--- config.mk ---
export PLATFORM = sky130hd
export DESIGN_NAME = ps2_key_event_ctrl
export DESIGN_NICKNAME = d
export VERILOG_FILES = /design/src/rtl/ps2_key_event_ctrl_pkg.sv /design/src/rtl/ps2_evt_fifo.sv /design/src/rtl/ps2_key_event_ctrl.sv
export SDC_FILE = /design/constraint.sdc
export NUM_CORES = 1
export LEC_CHECK = 0
export BUFFER_PORTS_ARGS = -buffer_cell sky130_fd_sc_hd__buf_4
export CELL_PAD_IN_SITES_DETAIL_PLACEMENT = 0
export CELL_PAD_IN_SITES_GLOBAL_PLACEMENT = 2
export CORE_MARGIN = 10
export CORE_UTILIZATION = 46
export DETAILED_ROUTE_END_ITERATION = 10
export MAX_ROUTING_LAYER = met4
export PLACE_DENSITY_LB_ADDON = 0.1
export SLEW_MARGIN = 20
export SYNTH_ARGS = -nofsm -noshare
export SYNTH_HDL_FRONTEND = slang
export SYNTH_SLANG_ARGS = --single-unit
--- constraint.sdc ---
create_clock -name clk -period 5.55 [get_ports clk]
set_input_delay 0.555 -clock clk [delete_from_list [all_inputs] [get_ports clk]]
set_output_delay 0.555 -clock clk [all_outputs]
set_load 0.1 [all_outputs]
--- src/rtl/ps2_key_event_ctrl_pkg.sv ---
// Shared PS/2 definitions: frame FSM encodings, prefix/overrun codes and the key event payload.
package ps2_key_event_ctrl_pkg;

   localparam logic [1:0] ST_IDLE   = 2'd0;
   localparam logic [1:0] ST_DATA   = 2'd1;
   localparam logic [1:0] ST_PARITY = 2'd2;
   localparam logic [1:0] ST_STOP   = 2'd3;

   localparam logic [7:0] PS2_PFX_EXT = 8'hE0;
   localparam logic [7:0] PS2_PFX_BRK = 8'hF0;
   localparam logic [7:0] PS2_OVR0    = 8'h00;
   localparam logic [7:0] PS2_OVR1    = 8'hFF;

   localparam int unsigned PS2_EVT_W = 10;

   typedef struct packed {
      logic       ext;
      logic       brk;
      logic [7:0] code;
   } ps2_evt_t;

   // PS/2 uses odd parity over the eight data bits plus the parity bit.
   function automatic logic ps2_parity_ok(input logic [7:0] data, input logic par);
      return (^data) ^ par;
   endfunction

endpackage

--- src/rtl/ps2_evt_fifo.sv ---
// Show-ahead synchronous FIFO for key events; a push into a full FIFO is accepted only alongside a pop.
module ps2_evt_fifo
   import ps2_key_event_ctrl_pkg::*;
#(
   parameter int unsigned WIDTH = PS2_EVT_W,
   parameter int unsigned DEPTH = 4
) (
   input  logic             clk,
   input  logic             rst,
   input  logic             wr_en,
   input  logic [WIDTH-1:0] wr_data,
   input  logic             rd_en,
   output logic [WIDTH-1:0] rd_data,
   output logic             full,
   output logic             empty
);

   localparam int unsigned AW = $clog2(DEPTH);

   logic [WIDTH-1:0] mem [DEPTH];
   logic [AW-1:0]    wr_ptr;
   logic [AW-1:0]    rd_ptr;
   logic [AW:0]      count;
   logic [AW:0]      count_nxt;
   logic             do_wr;
   logic             do_rd;

   always_comb begin
      do_rd     = rd_en && !empty;
      do_wr     = wr_en && (!full || do_rd);
      count_nxt = count + (AW+1)'(do_wr) - (AW+1)'(do_rd);
   end

   always_ff @(posedge clk or posedge rst) begin
      if (rst) begin
         for (int i = 0; i < int'(DEPTH); i++) mem[i] <= '0;
         wr_ptr <= '0;
         rd_ptr <= '0;
         count  <= '0;
         full   <= 1'b0;
         empty  <= 1'b1;
      end else begin
         if (do_wr) begin
            mem[wr_ptr] <= wr_data;
            wr_ptr      <= wr_ptr + AW'(1);
         end
         if (do_rd) rd_ptr <= rd_ptr + AW'(1);
         count <= count_nxt;
         full  <= (count_nxt == (AW+1)'(DEPTH));
         empty <= (count_nxt == '0);
      end
   end

   assign rd_data = mem[rd_ptr];

endmodule

--- src/rtl/ps2_key_event_ctrl.sv ---
// PS/2 keyboard front end: sync/filter the port, frame 11-bit packets, fold E0/F0 prefixes into
// key events and queue them for the command decoder.
module ps2_key_event_ctrl
   import ps2_key_event_ctrl_pkg::*;
#(
   parameter int unsigned SYNC_STAGES = 2,
   parameter int unsigned FILT_LEN    = 4,
   parameter int unsigned TIMEOUT_CYC = 100000,
   parameter int unsigned FIFO_DEPTH  = 4
) (
   input  logic       clk,
   input  logic       rst,
   input  logic       ps2_clk,
   input  logic       ps2_data,
   input  logic       evt_ready,
   output logic       evt_valid,
   output logic [7:0] evt_code,
   output logic       evt_ext,
   output logic       evt_break,
   output logic       err_parity,
   output logic       err_frame,
   output logic       fifo_ovf,
   output logic       busy
);

   localparam int unsigned FCNT_W = $clog2(FILT_LEN + 1);
   localparam int unsigned TMO_W  = $clog2(TIMEOUT_CYC);

   logic [SYNC_STAGES-1:0] clk_sync;
   logic [SYNC_STAGES-1:0] data_sync;
   logic                   clk_s;
   logic                   data_s;
   logic                   filt_q;
   logic                   filt_prev_q;
   logic [FCNT_W-1:0]      filt_cnt;
   logic                   strobe_c;

   logic [1:0]       state_q,   state_d;
   logic [7:0]       byte_q,    byte_d;
   logic [2:0]       bit_cnt_q, bit_cnt_d;
   logic             par_q,     par_d;
   logic [TMO_W-1:0] tmo_q,     tmo_d;
   logic             err_parity_d;
   logic             err_frame_d;
   logic             byte_ok_q, byte_ok_d;
   logic             tmo_hit_c;

   logic             ext_q;
   logic             brk_q;
   logic             push_c;
   logic             pop_c;
   ps2_evt_t         evt_in;
   ps2_evt_t         evt_head;
   logic             fifo_full;
   logic             fifo_empty;

   assign clk_s  = clk_sync[SYNC_STAGES-1];
   assign data_s = data_sync[SYNC_STAGES-1];

   // Lines idle high, so sync and filter reset to 1 to avoid a phantom falling edge.
   always_ff @(posedge clk or posedge rst) begin
      if (rst) begin
         clk_sync    <= '1;
         data_sync   <= '1;
         filt_q      <= 1'b1;
         filt_prev_q <= 1'b1;
         filt_cnt    <= '0;
      end else begin
         clk_sync    <= {clk_sync[SYNC_STAGES-2:0], ps2_clk};
         data_sync   <= {data_sync[SYNC_STAGES-2:0], ps2_data};
         filt_prev_q <= filt_q;
         if (clk_s != filt_q) begin
            if (filt_cnt == FCNT_W'(FILT_LEN - 1)) begin
               filt_q   <= clk_s;
               filt_cnt <= '0;
            end else begin
               filt_cnt <= filt_cnt + FCNT_W'(1);
            end
         end else begin
            filt_cnt <= '0;
         end
      end
   end

   assign strobe_c = filt_prev_q & ~filt_q;

   // Frame FSM next-state; the timeout only fires on cycles without a strobe.
   always_comb begin
      state_d      = state_q;
      byte_d       = byte_q;
      bit_cnt_d    = bit_cnt_q;
      par_d        = par_q;
      tmo_d        = (state_q == ST_IDLE) ? '0 : tmo_q + TMO_W'(1);
      err_parity_d = 1'b0;
      err_frame_d  = 1'b0;
      byte_ok_d    = 1'b0;
      tmo_hit_c    = 1'b0;
      if (strobe_c) begin
         tmo_d = '0;
         case (state_q)
            ST_IDLE: begin
               if (!data_s) begin
                  state_d   = ST_DATA;
                  bit_cnt_d = 3'd0;
               end else begin
                  err_frame_d = 1'b1;
               end
            end
            ST_DATA: begin
               byte_d = {data_s, byte_q[7:1]};
               if (bit_cnt_q == 3'd7) state_d = ST_PARITY;
               else                   bit_cnt_d = bit_cnt_q + 3'd1;
            end
            ST_PARITY: begin
               par_d   = data_s;
               state_d = ST_STOP;
            end
            ST_STOP: begin
               state_d = ST_IDLE;
               if (!data_s)                         err_frame_d  = 1'b1;
               else if (!ps2_parity_ok(byte_q, par_q)) err_parity_d = 1'b1;
               else                                 byte_ok_d    = 1'b1;
            end
            default: state_d = ST_IDLE;
         endcase
      end else if (state_q != ST_IDLE && tmo_q == TMO_W'(TIMEOUT_CYC - 1)) begin
         state_d     = ST_IDLE;
         tmo_d       = '0;
         err_frame_d = 1'b1;
         tmo_hit_c   = 1'b1;
      end
   end

   always_ff @(posedge clk or posedge rst) begin
      if (rst) begin
         state_q    <= ST_IDLE;
         byte_q     <= '0;
         bit_cnt_q  <= '0;
         par_q      <= 1'b0;
         tmo_q      <= '0;
         err_parity <= 1'b0;
         err_frame  <= 1'b0;
         byte_ok_q  <= 1'b0;
         busy       <= 1'b0;
      end else begin
         state_q    <= state_d;
         byte_q     <= byte_d;
         bit_cnt_q  <= bit_cnt_d;
         par_q      <= par_d;
         tmo_q      <= tmo_d;
         err_parity <= err_parity_d;
         err_frame  <= err_frame_d;
         byte_ok_q  <= byte_ok_d;
         busy       <= (state_d != ST_IDLE);
      end
   end

   // Prefix folding; byte_q is stable during the byte_ok cycle since no strobe can follow that fast.
   always_ff @(posedge clk or posedge rst) begin
      if (rst) begin
         ext_q <= 1'b0;
         brk_q <= 1'b0;
      end else if (tmo_hit_c) begin
         ext_q <= 1'b0;
         brk_q <= 1'b0;
      end else if (byte_ok_q) begin
         case (byte_q)
            PS2_PFX_EXT: ext_q <= 1'b1;
            PS2_PFX_BRK: brk_q <= 1'b1;
            default: begin
               ext_q <= 1'b0;
               brk_q <= 1'b0;
            end
         endcase
      end
   end

   always_comb begin
      push_c = byte_ok_q && byte_q != PS2_PFX_EXT && byte_q != PS2_PFX_BRK &&
               byte_q != PS2_OVR0 && byte_q != PS2_OVR1;
      pop_c  = evt_valid && evt_ready;
      evt_in = '{ext: ext_q, brk: brk_q, code: byte_q};
   end

   always_ff @(posedge clk or posedge rst) begin
      if (rst) fifo_ovf <= 1'b0;
      else     fifo_ovf <= push_c && fifo_full && !pop_c;
   end

   ps2_evt_fifo #(
      .WIDTH (PS2_EVT_W),
      .DEPTH (FIFO_DEPTH)
   ) u_fifo (
      .clk     (clk),
      .rst     (rst),
      .wr_en   (push_c),
      .wr_data (evt_in),
      .rd_en   (pop_c),
      .rd_data (evt_head),
      .full    (fifo_full),
      .empty   (fifo_empty)
   );

   assign evt_valid = !fifo_empty;
   assign evt_code  = evt_head.code;
   assign evt_ext   = evt_head.ext;
   assign evt_break = evt_head.brk;

endmodule

==> summary.txt <==
Floorplanning
  – Full die area: 14200 sq um
  – Die width: 119 um
  – I/O pins: 20
  – Starting density of the core: 46.6%
  – Core footprint: 9680 sq um
  – Num rows: 36
  – Die height: 119 um

Timing
  – Worst Tran Pin Value: 946 ps
  – Max-slew violations: 0
  – Tmin final: 2780 ps
  – RSZ-0062 raised after global routing: no
  – Hold_ws: 303 ps
  – Setup violations, final: 0
  – Slew margin rel.: 36.7%
  – Setup TNS: 0 ps
  – Final Hold Viols: 0
  – Clock skew: 12.1 ps
  – Peak Freq: 0.359 GHz
  – Fin crit share: 50.1%

Global route
  – Met1 Track Usage GR: 15.2%
  – M2 GR Usage: 19.9%
  – GRT Residual Overflow: 0
  – Initial antenna violation count: 0
  – First-pass GRT wire length: 14000 um
  – Largest net degree at the start of global routing: 51
  – Vias in the first global route: 2836
  – Gr usage total: 12.3%
  – Layer with the highest usage: met2
  – Met3 Usage GRT: 2.36%

Drt
  – Wire length per cell: 15.4 um
  – # DRC: 0
  – Via density per instance: 5.14
  – Via count: 2685
  – Post-DRT Antenna Nets: 0
  – DRT iter0 DRCs: 101
  – Total Wirelength: 8050 um
  – First-pass iteration count of the detailed router: 4

Setup path
  – Critical path class: flip-flop to flip-flop
  – CP arrival: 3050 ps
  – Worst-path fanout max: 7
  – Reg2reg setup slack: 2770 ps
  – Setup crit end kind: flip-flop
  – Critical Path RT: 5820 ps
  – CP startpoint kind: flip-flop

Job
  – Max Cap Viol: 0

Synth
  – Top cell type's share of synthesized area: 49.3%
  – Post-Syn Nets: 386
  – Post-synthesis sequential area ratio: 53.4%
  – Dominant cells by area after synthesis: dfrtp_1, mux2_2, ha_1, mux4_2, dfstp_2
  – Post-synth EDFFs: 0
  – Synthesized area: 4510 sq um
  – Yosys reg bits: 96
  – Synth Area per Inst: 12.5 sq um
  – Netlist cell types: 38
  – Mapped Cells: 361
  – Area leader, netlist: dfrtp_1
  – Ys Warns: 0
  – Post-synth ARST share: 100%
  – Most used flip-flop cell after synthesis: dfrtp_1

Placement
  – Dpl hpwl: 5580 um
  – # port buffers: 19
  – Gpl congestion: 0.751

Clock network
  – Clock Path Buffers: 2
  – Post-CTS Hold Fix Bufs: 0
  – CTS tree: done
  – Register clock-pin slew on the reported worst setup and hold paths: 90 ps
  – CTS root buffer: clkbuf_8
  – Post-cts resize count: 0
  – Setup bufs post-CTS: 0
  – Cts bufs inserted: 9
  – CTS H-tree depth: 3
  – Clock tree sinks: 96
  – Skew-Pair Late Insertion Delay: 360 ps

Hold path
  – Min-delay worst type: primary input to flip-flop

Layout
  – Final nets: 409
  – Layout cells sized above 1: 27.8%
  – Ant. Diodes: 0
  – Register area: 2410 sq um
  – Fillers: 883
  – Area of the multi-input gates: 1970 sq um
  – Area grow syn2layout: 10.1%

Power and ir drop
  – Pleak: 0.00224 uW
  – Pwr dens: 356 nW/um^2
  – Peak VDD IR: 0.000147 V

Outcome
  – Run status: complete, no violations
[routing by layer]
metal | routed length, um | share of wire (%)
met5 | 0 | 0
met3 | 187 | 2.3
met4 | 117 | 1.5
met1 | 3690 | 46
met2 | 4060 | 50
[cells in the final DEF, fill, tap and decap left out, drive strengths merged, types with 6 or more instances in the layout]
master / instances
nand3: 11
mux2: 46
nand4: 10
dfstp: 7
inv: 25
mux4: 10
xor2: 6
nor3: 9
ha: 19
nor2: 32
nor4: 7
buf: 20
dfrtp: 89
nand2: 24
o21ai: 11
clkbuf: 11
xnor2: 19
[worst max-delay path, stage by stage, from the launching register on]
cell and delay (ps):
dfrtp_1 480, inv_1 110, ha_1 250, o2111ai_1 330
o211ai_2 300, nor2_1 310, ha_1 220, fa_1 180
xnor2_1 130, xnor2_1 180, nor3b_1 200
[per-stage QoR]
| stage | cell area [sq um] | setup slack [ps] | power, uW | util (%) | cells |
|---|---|---|---|---|---|
| after floorplan | 4510 | 2500 | 1270 | - | 361 |
| after CTS | 4970 | 2740 | 1800 | 51.3 | 522 |
| final | 4970 | 2770 | 1770 | 51.3 | 522 |
| after detailed placement | 4790 | 2770 | 1370 | 49.4 | 506 |
| after global placement | 4790 | 2810 | 1360 | 49.4 | 506 |
| after global routing | 4970 | 2520 | 1890 | 51.3 | 522 |
[cells in the mapped netlist (3+ instances only)]
cell type,instances
dfrtp_1,89
mux2_2,46
nor2_1,28
nand2_1,24
inv_1,23
ha_1,19
xnor2_1,19
nand3_1,11
o21ai_0,11
mux4_2,10
nand4_1,10
nor3_1,9
dfstp_2,7
nor4_1,6
xor2_1,6
nor2_4,4
nor2b_1,4
nor3b_1,4
a21oi_1,3
buf_2,3
nand4b_1,3
[cell families after synthesis]
| family | after synthesis | share of synthesized area [%] |
|---|---|---|
| AND/OR/NAND/NOR | 112 | 13.5 |
| multiplexers | 56 | 16.5 |
| AO/OA/AOI/OAI | 21 | 3.19 |
| buffers and inverters | 31 | 2.88 |
| XOR/XNOR | 25 | 4.85 |
| flip-flops | 96 | 53.4 |
| adder cells (fa/ha/maj) | 20 | 5.71 |
[report_power, final]
group	internal, uW	leakage, uW	switching (uW)
clock	180	0.0000907	244
combinational	187	0.000858	271
sequential	782	0.00129	106
[registers in the layout (all words and copies together), names as in the netlist, 2 cells and up]
register	flops
u_fifo.rd_ptr	2
bit_cnt_q	3
u_fifo.count	3
u_fifo.wr_ptr	2
clk_sync	2
byte_q	8
filt_cnt	3
u_fifo.mem	40
state_q	2
tmo_q	17
data_sync	2
[final cells by class]
type	count	area share, %
sequential	96	48.5
tap	133	3.35
inverter	23	1.76
clock inverter	5	0.781
timing repair buffer	20	3.02
clock buffer	11	2.85
multi-input combinational	234	39.7
[final timing paths]
kind | startpoint | end | cells after the start
min in group asynchronous | rst | fifo_ovf | 2
hold reg to reg | data_sync[0] | data_sync[1] | 0
setup reg to reg | byte_q[4] | u_fifo.full | 10
hold / removal | ps2_clk | clk_sync[0] | 1
max in group asynchronous | rst | u_fifo.mem[6] | 3
setup / recovery | byte_q[4] | u_fifo.full | 10
(Power assumes the default switching activity.)
